==> config.mk <==
export PLATFORM = sky130hd
export DESIGN_NAME = mmio_timer_responder
export DESIGN_NICKNAME = d
export VERILOG_FILES = /design/src/rtl/mmio_timer_responder_pkg.sv /design/src/rtl/mmio_timer_responder_prescaler.sv /design/src/rtl/mmio_timer_responder.sv
export SDC_FILE = /design/constraint.sdc
export NUM_CORES = 1
export LEC_CHECK = 0
export CAP_MARGIN = 0
export CELL_PAD_IN_SITES_DETAIL_PLACEMENT = 2
export CELL_PAD_IN_SITES_GLOBAL_PLACEMENT = 2
export CORE_MARGIN = 5
export CORE_UTILIZATION = 38
export DETAILED_ROUTE_END_ITERATION = 8
export DONT_BUFFER_PORTS = 1
export HOLD_SLACK_MARGIN = 0.12
export PLACE_DENSITY = 0.84
export SLEW_MARGIN = 0
export SYNTH_ARGS = -nofsm -noshare
export SYNTH_HDL_FRONTEND = slang
export SYNTH_HIERARCHICAL = 1
export SYNTH_SLANG_ARGS = --single-unit
==> constraint.sdc <==
create_clock -name clk -period 3.01 [get_ports clk]
set_clock_uncertainty 0.1 [all_clocks]
set_input_delay 0.301 -clock clk [delete_from_list [all_inputs] [get_ports clk]]
set_output_delay 0.301 -clock clk [all_outputs]
set_load 0.03 [all_outputs]
==> src/rtl/mmio_timer_responder_pkg.sv <==
// Shared constants for the memory-mapped timer: register offsets,
// CTRL bit positions and the 2-bit run-state encoding.
package mmio_timer_responder_pkg;

    localparam logic [4:0] OFS_CTRL    = 5'h00;
    localparam logic [4:0] OFS_COUNT   = 5'h04;
    localparam logic [4:0] OFS_COMPARE = 5'h08;
    localparam logic [4:0] OFS_STATUS  = 5'h0C;
    localparam logic [4:0] OFS_PRESC   = 5'h10;

    localparam int CTRL_EN     = 0;
    localparam int CTRL_IRQ_EN = 1;
    localparam int CTRL_AR     = 2;

    typedef enum logic [1:0] {
        ST_STOP = 2'd0,
        ST_RUN  = 2'd1,
        ST_HALT = 2'd2
    } timer_state_e;

endpackage

==> src/rtl/mmio_timer_responder_prescaler.sv <==
// Programmable divider: tick is high for one cycle every div+1 cycles
// after the last clear.
module timer_prescaler #(
    parameter int W = 8
) (
    input  logic         clk,
    input  logic         reset,
    input  logic         clear,
    input  logic [W-1:0] div,
    output logic         tick
);

    logic [W-1:0] cnt_q;

    assign tick = (cnt_q == div);

    // Count up to div, then restart; clear restarts the period.
    always_ff @(posedge clk) begin
        if (reset || clear) begin
            cnt_q <= '0;
        end else if (tick) begin
            cnt_q <= '0;
        end else begin
            cnt_q <= cnt_q + W'(1);
        end
    end

endmodule

==> src/rtl/mmio_timer_responder.sv <==
// Memory-mapped timer with compare match interrupt and one-cycle reads.
// Optional prescaler enabled by defining TIMER_PRESCALER_EN.
module mmio_timer_responder
    import mmio_timer_responder_pkg::*;
#(
    parameter logic [31:0] BASE_ADDR = 32'h0000_FF00,
    parameter int          PRESC_W   = 8
) (
    input  logic        clk,
    input  logic        reset,
    input  logic [31:0] addr,
    input  logic        mem_w,
    input  logic [31:0] wdata,
    output logic [31:0] rdata,
    output logic        hit,
    output logic        irq
);

    timer_state_e state_q;
    timer_state_e state_d;

    logic [2:0]  ctrl_q;
    logic [31:0] count_q;
    logic [31:0] compare_q;
    logic        match_q;

    logic        in_win;
    logic [2:0]  word;
    logic        wr;
    logic        wr_ctrl;
    logic        wr_count;
    logic        wr_cmp;
    logic        wr_status;
    logic        running;
    logic        tick;
    logic        step;
    logic        cmp_eq;
    logic        set_match;
    logic [31:0] rd_val;
    logic        unused_addr_bits;

    assign in_win    = (addr[31:5] == BASE_ADDR[31:5]);
    assign word      = addr[4:2];
    assign wr        = mem_w & in_win;
    assign wr_ctrl   = wr & (word == OFS_CTRL[4:2]);
    assign wr_count  = wr & (word == OFS_COUNT[4:2]);
    assign wr_cmp    = wr & (word == OFS_COMPARE[4:2]);
    assign wr_status = wr & (word == OFS_STATUS[4:2]);

    // Byte lanes are ignored: misaligned accesses act as aligned.
    assign unused_addr_bits = ^addr[1:0];

    assign cmp_eq    = (count_q == compare_q);
    assign step      = running & tick;
    assign set_match = step & cmp_eq;

`ifdef TIMER_PRESCALER_EN
    logic [PRESC_W-1:0] presc_q;
    logic               wr_presc;
    logic               presc_clear;

    assign wr_presc    = wr & (word == OFS_PRESC[4:2]);
    // Divider restarts whenever the timer is not running, so it is
    // fresh on entry to RUN, and whenever the period is reprogrammed.
    assign presc_clear = ~running | wr_presc;

    // Prescale period register.
    always_ff @(posedge clk) begin
        if (reset) begin
            presc_q <= '0;
        end else if (wr_presc) begin
            presc_q <= wdata[PRESC_W-1:0];
        end
    end

    timer_prescaler #(
        .W(PRESC_W)
    ) u_presc (
        .clk  (clk),
        .reset(reset),
        .clear(presc_clear),
        .div  (presc_q),
        .tick (tick)
    );
`else
    logic [PRESC_W-1:0] presc_q;

    assign presc_q = '0;
    assign tick    = 1'b1;
`endif

    // Run-state register.
    always_ff @(posedge clk) begin
        if (reset) begin
            state_q <= ST_STOP;
        end else begin
            state_q <= state_d;
        end
    end

    // Run-state transitions; a CTRL write outranks a match in RUN.
    always_comb begin
        state_d = state_q;
        unique case (state_q)
            ST_STOP: begin
                if (wr_ctrl && wdata[CTRL_EN]) begin
                    state_d = ST_RUN;
                end
            end
            ST_RUN: begin
                if (wr_ctrl && !wdata[CTRL_EN]) begin
                    state_d = ST_STOP;
                end else if (set_match && !ctrl_q[CTRL_AR]) begin
                    state_d = ST_HALT;
                end
            end
            ST_HALT: begin
                if (wr_ctrl) begin
                    state_d = wdata[CTRL_EN] ? ST_RUN : ST_STOP;
                end else if (wr_count) begin
                    state_d = ST_RUN;
                end
            end
            default: state_d = ST_STOP;
        endcase
    end

    // Decoded run-state outputs.
    always_comb begin
        running = 1'b0;
        if (state_q == ST_RUN) begin
            running = 1'b1;
        end
    end

    // Register file; CPU writes to COUNT beat the timer's own update,
    // and a fresh match beats a write-1-to-clear of STATUS.
    always_ff @(posedge clk) begin
        if (reset) begin
            ctrl_q    <= '0;
            count_q   <= '0;
            compare_q <= 32'hFFFF_FFFF;
            match_q   <= 1'b0;
        end else begin
            if (wr_ctrl) begin
                ctrl_q <= wdata[2:0];
            end
            if (wr_count) begin
                count_q <= wdata;
            end else if (step) begin
                if (cmp_eq) begin
                    if (ctrl_q[CTRL_AR]) begin
                        count_q <= '0;
                    end
                end else begin
                    count_q <= count_q + 32'd1;
                end
            end
            if (wr_cmp) begin
                compare_q <= wdata;
            end
            if (set_match) begin
                match_q <= 1'b1;
            end else if (wr_status && wdata[0]) begin
                match_q <= 1'b0;
            end
        end
    end

    // Read mux over current (pre-update) register values.
    always_comb begin
        rd_val = '0;
        case (word)
            OFS_CTRL[4:2]:    rd_val = {29'd0, ctrl_q};
            OFS_COUNT[4:2]:   rd_val = count_q;
            OFS_COMPARE[4:2]: rd_val = compare_q;
            OFS_STATUS[4:2]:  rd_val = {31'd0, match_q};
            OFS_PRESC[4:2]:   rd_val = 32'(presc_q);
            default:          rd_val = '0;
        endcase
    end

    // Registered bus response and interrupt level.
    always_ff @(posedge clk) begin
        if (reset) begin
            rdata <= '0;
            hit   <= 1'b0;
            irq   <= 1'b0;
        end else begin
            rdata <= in_win ? rd_val : 32'd0;
            hit   <= in_win;
            irq   <= match_q & ctrl_q[CTRL_IRQ_EN];
        end
    end

endmodule

==> results.md, run 1 <==
* First-pass DRT Iterations at 5
* Core ar. at 14400 µm²
* N_diodes at 0
* Post-Synthesis Cells at 641
* Overall routing resource usage at 26.3%
* Max Buffers Root-to-Sink at 2
* Clock latency on the worst-skew pair at 360 ps
* Register area share after synthesis at 37.8%
* Avg WL per Cell at 25.8 µm
* CP max stage delay at 620 ps
* Number of synthesized flops with an enable pin at 0
* Post-Syn Area at 5510 µm²
* Layout area overhead at 14.8%
* Required @ worst endpoint at 3200 ps
* Clock slew seen by the registers of the worst setup and hold paths at 80 ps
* CTS sink count at 104
* Most used flip-flop cell after synthesis: dfxtp_1
* GRT overflow at 0
* Fraction of registers with async set/reset at 0%
* Vias in the first global route at 5915
* Slew headroom at 47.0%
* Detailed Place HPWL at 13800 µm
* Area leader, netlist: dfxtp_1
* Initial core utilization at 38.4%
* First-pass GRT wire length at 34500 µm
* Critical Path Start Type: flop
* Top area cells in the synthesized netlist: dfxtp_1 (38%), xor2_1 (5.4%), a211o_1 (5.2%)
* Worst path depth at 8
* Power Density at 420 nW/µm²
* Fmax at 364 MHz
* RR Endpoint: count_q[12]$_SDFFE_PP0P_
* Worst path cell trace: xor2_1 > nor4_1 > buf_4 > and4_1 > buf_4 > a31oi_1 > o311ai_0 > a31oi_1
* Area after DPL at 5650 µm²
* DRC Markers at 0
* Syn avg cell area at 8.60 µm²
* Post-CTS Setup Bufs at 0
* Hold Crit Class: in2reg
* First DRT Iteration DRCs at 495
* Die Wd at 130 µm
* Setup crit start: compare_q[18]$_SDFFE_PP1P_
* Max FO, Critical Path at 9
* Root Driver: clkbuf_16
* WL final at 21700 µm
* Crit path capture: count_q[12]$_SDFFE_PP0P_
* Pin count of the biggest net entering global routing at 77
* Crit share post-route at 91.3%
* Flops & latches, synth at 104
* Total I/O pin count at 101
* Status: finished, final reports clean
* Synth Net Count at 709
* Number of max-cap violations at 0
* Post-route ant nets at 0
* Die Ht at 130 µm
* Final net count at 722
* CP top delay family: compound AO/OA/AOI/OAI gates
* Htree depth at 3
* Worst VDD drop at 263 µV
* Vias per inst at 6.40
* Reg2reg setup slack at 260 ps
* WHS at 130 ps
* Hold Violations, Final at 0
* Die ar. at 17000 µm²
* Proportion of layout cells with a drive suffix above 1 at 10.5%
* Crit Path Category: reg2reg
* IO Port Bufs at 0
* Static leakage at 0.00196 µW
* Crit Reg-Reg Startpoint: compare_q[18]$_SDFFE_PP1P_
* Crit path buffers/inverters at 2
* Slowest CP cell: a31oi_1
* Via count at 5385
* Final setup viols at 0
* Synth unique cells at 63
* CTS tree: yes
* Final Cell Area at 6330 µm²
* Cell row count at 44
* TritonCTS Buffers at 9
* Arr. time, crit path at 2930 ps
* Fin. max-slew vios at 0
* Antenna violations before repair at 0
* Yosys top cell area share at 37.8%
* Worst Reg-to-Reg Cells at 8
* Final GP Congestion at 0.875
* Slew @ Worst Pin at 791 ps
* Yosys warns at 6
* Crit. End Element: flop
* Period minus WS final at 2750 ps
==> kinds of logic after synthesis <==
family,synth area share (%)
adders and majority gates,0.227
AOI/OAI and AO/OA,23.6
muxes,0.749
buffers and inverters,6.01
xor gates and xnor gates,5.88
DFF,37.8
and+or+nand+nor,25.8
==> cell usage after synthesis, types with 4 or more instances <==
cell type    n
dfxtp_1    104
nor2_1      55
nand2_1     38
nor2b_1     35
a21oi_1     34
xor2_1      34
a211o_1     33
clkbuf_1    32
nand3_1     32
a22oi_1     30
buf_2       17
a31oi_1     13
nor3_1      13
o21ai_0     13
nand4_1     11
nor4_1      11
and3_1      10
nand2b_1     8
and4_1       7
inv_1        7
a221oi_2     6
nand3b_1     6
o311a_1      6
a32oi_1      5
buf_6        5
o211ai_1     5
o221ai_1     5
a221oi_1     4
nor4_2       4
==> state kept, by name (all words and copies together) (netlist names) <==
name / cells
compare_q: 32
count_q: 32
rdata: 32
ctrl_q: 3
state_q: 2
hit: 1
irq: 1
match_q: 1
==> metal layers <==
layer	GRT usage [%]	routed length (µm)	vias to the layer above
met5	0	0	-
met4	10.6	698	0
met3	5.45	1110	45
met2	44.9	10600	196
met1	32.6	9300	2749
li1	-	-	2395
==> report_power, final <==
part	leakage, µW	total, µW	switching, µW	internal (µW)
Combinational	0.000994	137	71.7	65.4
Sequential	0.000839	1390	13.9	1380
Clock	0.000123	1130	573	554
Total	0.00196	2660	658	2000
==> repair_timing <==
item / CTS / global route
endpoints found under the hold margin: 74 / 0
hold buffers: 40 / 0
resized for setup: 0 / 2
setup endpoints to repair: 0 / 2
==> worst register-to-register path, delay by kind of cell (launching register included) <==
family / cells / cell delay, ps
AND/OR/NAND/NOR: 2 / 370
buffers and inverters: 2 / 350
flip-flops: 1 / 370
AO/OA/AOI/OAI: 3 / 1130
XOR/XNOR: 1 / 360
==> layout make-up <==
cell class | count | area (µm²)
inverters | 7 | 26.3
well taps | 184 | 230
fillers | 1574 | 8040
clock buffers | 9 | 225
repair buffers | 64 | 611
multi-input cells | 468 | 3120
clock inverters | 6 | 37.5
flip-flops and latches | 104 | 2080
==> layout by cell type, fill, tap and decap left out, types with 5 or more instances in the layout <==
cell / count
o311a_1: 6
nand3_1: 32
a31oi_1: 13
nor2_1: 54
nand3b_1: 6
o21ai_0: 13
inv_1: 7
a221oi_2: 6
a32oi_1: 5
and4_1: 6
nor4_1: 11
o221ai_1: 5
clkbuf_16: 9
nand2b_1: 8
a211o_1: 33
nor2b_1: 34
o211ai_1: 5
nand4_1: 11
and3_1: 10
buf_4: 23
dfxtp_1: 104
nand2_1: 38
nor3_1: 13
a22oi_1: 30
a21oi_1: 34
xor2_1: 34
dlygate4sd3_1: 39
==> per-stage QoR <==
step / power, µW / instances / setup TNS [ps] / setup WS [ps] / utilization, %
2_1_floorplan: 1490 / 641 / 0 / 808 / -
5_1_grt: 2740 / 842 / -9.33 / -9.33 / 44.1
6_report: 2660 / 842 / 0 / 261 / 44.1
3_3_place_gp: 1490 / 787 / 0 / 471 / 39.3
4_1_cts: 2660 / 842 / 0 / 337 / 44.0
3_5_place_dp: 1490 / 787 / 0 / 409 / 39.3
==> how the worst min path moves through the flow <==
| stage | from | endpoint | slack, ps | depth (start not counted) |
|---|---|---|---|---|
| after floorplan | ctrl_q[1]$_SDFFE_PP0N_ | irq$_SDFF_PP0_ | 320 | 2 |
| after global placement | reset | ctrl_q[0]$_SDFFE_PP0N_ | 280 | 1 |
| after detailed placement | reset | ctrl_q[2]$_SDFFE_PP0N_ | 280 | 1 |
| after CTS | wdata[3] | count_q[3]$_SDFFE_PP0P_ | 120 | 2 |
| after global routing | wdata[0] | state_q[0]$_SDFFE_PP0P_ | 120 | 2 |
| final | wdata[3] | count_q[3]$_SDFFE_PP0P_ | 130 | 2 |
No activity file was read; power rests on OpenSTA's default activity.
==> inputs of run 2 (changes only) <==
--- a/config.mk
+++ b/config.mk
@@ -17,5 +17,5 @@
 export SLEW_MARGIN = 0
 export SYNTH_ARGS = -nofsm -noshare
 export SYNTH_HDL_FRONTEND = slang
-export SYNTH_HIERARCHICAL = 1
 export SYNTH_SLANG_ARGS = --single-unit
+export TNS_END_PERCENT = 20
==> results of run 2 <==
Final layout, timing and power as in run 1 (identical DEF).
Among the figures that moved: Yosys warning count 6 -> 0
==> inputs of run 3 (changes only) <==
--- a/config.mk
+++ b/config.mk
@@ -5,11 +5,12 @@
 export SDC_FILE = /design/constraint.sdc
 export NUM_CORES = 1
 export LEC_CHECK = 0
+export ABC_AREA = 1
 export CAP_MARGIN = 0
 export CELL_PAD_IN_SITES_DETAIL_PLACEMENT = 2
 export CELL_PAD_IN_SITES_GLOBAL_PLACEMENT = 2
 export CORE_MARGIN = 5
-export CORE_UTILIZATION = 38
+export CORE_UTILIZATION = 34
 export DETAILED_ROUTE_END_ITERATION = 8
 export DONT_BUFFER_PORTS = 1
 export HOLD_SLACK_MARGIN = 0.12
==> run 3 against run 2 <==
Clock power grew 18%. Via count grew 14%. Non-clock buffer count shrank 20. Fmax grew 2.4%. Highest routed layer is now met5. Count of clock-buffer cells in the layout unchanged. Largest cell class unchanged.
==> results.md, run 3 <==
* Period minus WS final at 2690 ps (-63.7 ps)
* Avg WL per Cell at 19.0 µm (-26%)
* First-pass GRT wire length at 35900 µm (+4.3%)
* Reg2reg setup slack at 320 ps (+60 ps)
* Die Ht at 143 µm (+9.9%)
* Largest registers: compare_q (32), count_q (32), rdata (32)
* First-pass DRT Iterations at 4 (-1)
* Final setup viols at 0 (unchanged)
* Required @ worst endpoint at 3220 ps (+20 ps)
* Slew headroom at 30.3% (-17 points)
* Yosys warns at 0
* Final TNS setup at 0 ps (unchanged)
* Post-Syn Area at 6050 µm² (+9.7%)
* CTS tree: yes
* Fraction of registers with async set/reset at 0% (unchanged)
* First DRT Iteration DRCs at 251 (-49%)
* DRC Markers at 0 (unchanged)
* RSZ-0062 raised after global routing: false
* Crit Path Category: reg2reg
* Static leakage at 0.00271 µW (+38%)
* Clock latency on the worst-skew pair at 370 ps (about the same)
* Status: finished, final reports clean
* Area leader, netlist: dfxtp_1
* Final GP Congestion at 0.841 (-3.9%)
* IO Port Bufs at 0 (unchanged)
* Vias per inst at 5.16 (-19%)
* Post-route ant nets at 0 (unchanged)
* Clock slew seen by the registers of the worst setup and hold paths at 80 ps (about the same)
* Critical Path Start Type: flop
* Synth unique cells at 33 (-48%)
* Most frequent cells in the layout: nand2_1 (382), nand3_1 (106), dfxtp_1 (104)
* Number of synthesized flops with an enable pin at 0 (unchanged)
* Arr. time, crit path at 2900 ps (-30 ps)
* Slew @ Worst Pin at 1040 ps (+253 ps)
* Overall routing resource usage at 22.3% (-4.0 points)
* Synth Net Count at 1040 (+47%)
* Max Buffers Root-to-Sink at 2 (unchanged)
* Final Cell Area at 6740 µm² (+6.5%)
* Initial core utilization at 34.9% (-3.5 points)
* Proportion of layout cells with a drive suffix above 1 at 4.65% (-5.8 points)
* Top area cells in the synthesized netlist: dfxtp_1 (34%), nand2_1 (24%), nand3_1 (8.8%)
* Most used flip-flop cell after synthesis: dfxtp_1
* Htree depth at 3 (unchanged)
* Die Wd at 143 µm (+9.9%)
* Final net count at 1031 (+43%)
* CTS sink count at 104 (unchanged)
* Yosys top cell area share at 34.4% (-3.3 points)
* Detailed Place HPWL at 15800 µm (+14%)
* Die ar. at 20600 µm² (+21%)
* Worst VDD drop at 266 µV (+1.1%)
* Register area share after synthesis at 34.4% (-3.3 points)
* Vias in the first global route at 6573 (+11%)
* Post-Synthesis Cells at 972 (+52%)
* Fmax at 372 MHz (+2.4%)
* Via count at 6150 (+14%)
* GRT overflow at 0 (unchanged)
* Core ar. at 17400 µm² (+21%)
* Crit share post-route at 89.2% (-2.1 points)
* TritonCTS Buffers at 9 (unchanged)
* Pin count of the biggest net entering global routing at 41 (-47%)
* Crit. End Element: flop
* Flops & latches, synth at 104 (unchanged)
* WL final at 22600 µm (+4.2%)
* Total I/O pin count at 101 (unchanged)
* Antenna violations before repair at 1 (+1)
* Number of max-cap violations at 0 (unchanged)
* WHS at 132 ps (+2.36 ps)
* Cell row count at 48 (+9.1%)
* Commonest non-fill, non-tap cell in the layout: nand2_1
* Hold Crit Class: in2reg
* Syn avg cell area at 6.23 µm² (-28%)
* Root Driver: clkbuf_16
* Most numerous cell in the Yosys netlist: nand2_1
* Area after DPL at 6050 µm² (+7.1%)
* Commonest cells in the netlist: nand2_1 (382), nand3_1 (106), dfxtp_1 (104)
* Layout area overhead at 11.4%
* Hold Violations, Final at 0 (unchanged)
* Power Density at 416 nW/µm² (-0.92%)
* CTS resizes at 0 (unchanged)
* N_diodes at 0 (unchanged)
* Fin. max-slew vios at 0 (unchanged)
* Max FO, Critical Path at 7 (-2)
==> run 3: cell count changes in the layout (fill, tap and decap cells not counted), moves of 25 or more <==
cell / previous run / this run
a211o_1: 33 / 0
a21oi_1: 34 / 60
a22oi_1: 30 / 0
inv_1: 7 / 76
nand2_1: 38 / 382
nand3_1: 32 / 106
nor2_1: 54 / 90
nor2b_1: 34 / 0
xnor2_1: 3 / 28
==> run 3: kinds of logic (layout without fill, tap and decap cells) <==
| family | after synthesis | after routing | synth area share, % |
|---|---|---|---|
| buf+inv | 144 | 139 | 11.0 |
| flops | 104 | 104 | 34.4 |
| compound gates | 79 | 79 | 7.22 |
| xor+xnor | 43 | 43 | 6.35 |
| simple gates | 601 | 602 | 40.8 |
| fa+ha+maj | 1 | 1 | 0.207 |
==> run 3: final cells by class <==
class | count | area [µm²]
fillers | 2152 | 10600
multi-input cells | 725 | 3320
flip-flops and latches | 104 | 2080
repair buffers | 44 | 428
inverters | 79 | 298
well taps | 225 | 282
clock buffers | 9 | 225
clock inverters | 7 | 103
==> run 3: what timing repair did <==
action | in CTS | in global routing
endpoints found under the hold margin | 69 | 0
buffers inserted | 0 | 0
endpoints found under the setup margin | 0 | 1
hold buffers | 35 | 0
==> run 3: layer usage <==
| metal | up-vias | part of all wire (%) | global-route usage [%] |
|---|---|---|---|
| met3 | 14 | 4.3 | 3.66 |
| met4 | 2 | 0.80 | 4.36 |
| met1 | 3021 | 47 | 30.0 |
| met5 | - | 0.049 | 0 |
| met2 | 115 | 48 | 38.1 |
| li1 | 2998 | - | - |
==> run 3: power by group <==
group	switching (µW)	internal [µW]
clock network	589	739
registers	0.00000327	1370
logic	60.1	42.3
total	649	2160
==> run 3: worst paths after layout <==
kind	startpoint	to	cells after the start
setup / recovery	count_q[2]$_SDFFE_PP0P_	count_q[27]$_SDFFE_PP0P_	13
hold / removal	addr[2]	rdata[2]$_SDFF_PP0_	3
setup reg to reg	count_q[2]$_SDFFE_PP0P_	count_q[27]$_SDFFE_PP0P_	13
hold reg to reg	ctrl_q[0]$_SDFFE_PP0N_	ctrl_q[0]$_SDFFE_PP0N_	2
==> run 3: worst max-delay path: stages, from the launching register on <==
cell and delay [ps]:
dfxtp_1 520, nand2_1 120, nor2_1 220, nand2_1 210, nor2_4 250, nand2_1 80
nand2_1 60, nand2_1 60, inv_1 60, nand3_1 90, nand2_1 90, nand2_1 50
a21oi_1 140, dlygate4sd3_1 560
==> run 3: per-stage QoR <==
step	std cells	worst slack, ps	utilization, %	total power, µW
final	1193	325	38.8	2800
after global routing	1193	81.0	38.8	2900
after CTS	1192	138	38.8	2830
after detailed placement	1141	505	34.8	1460
after global placement	1141	628	34.8	1450
after floorplan	972	1260	-	1440
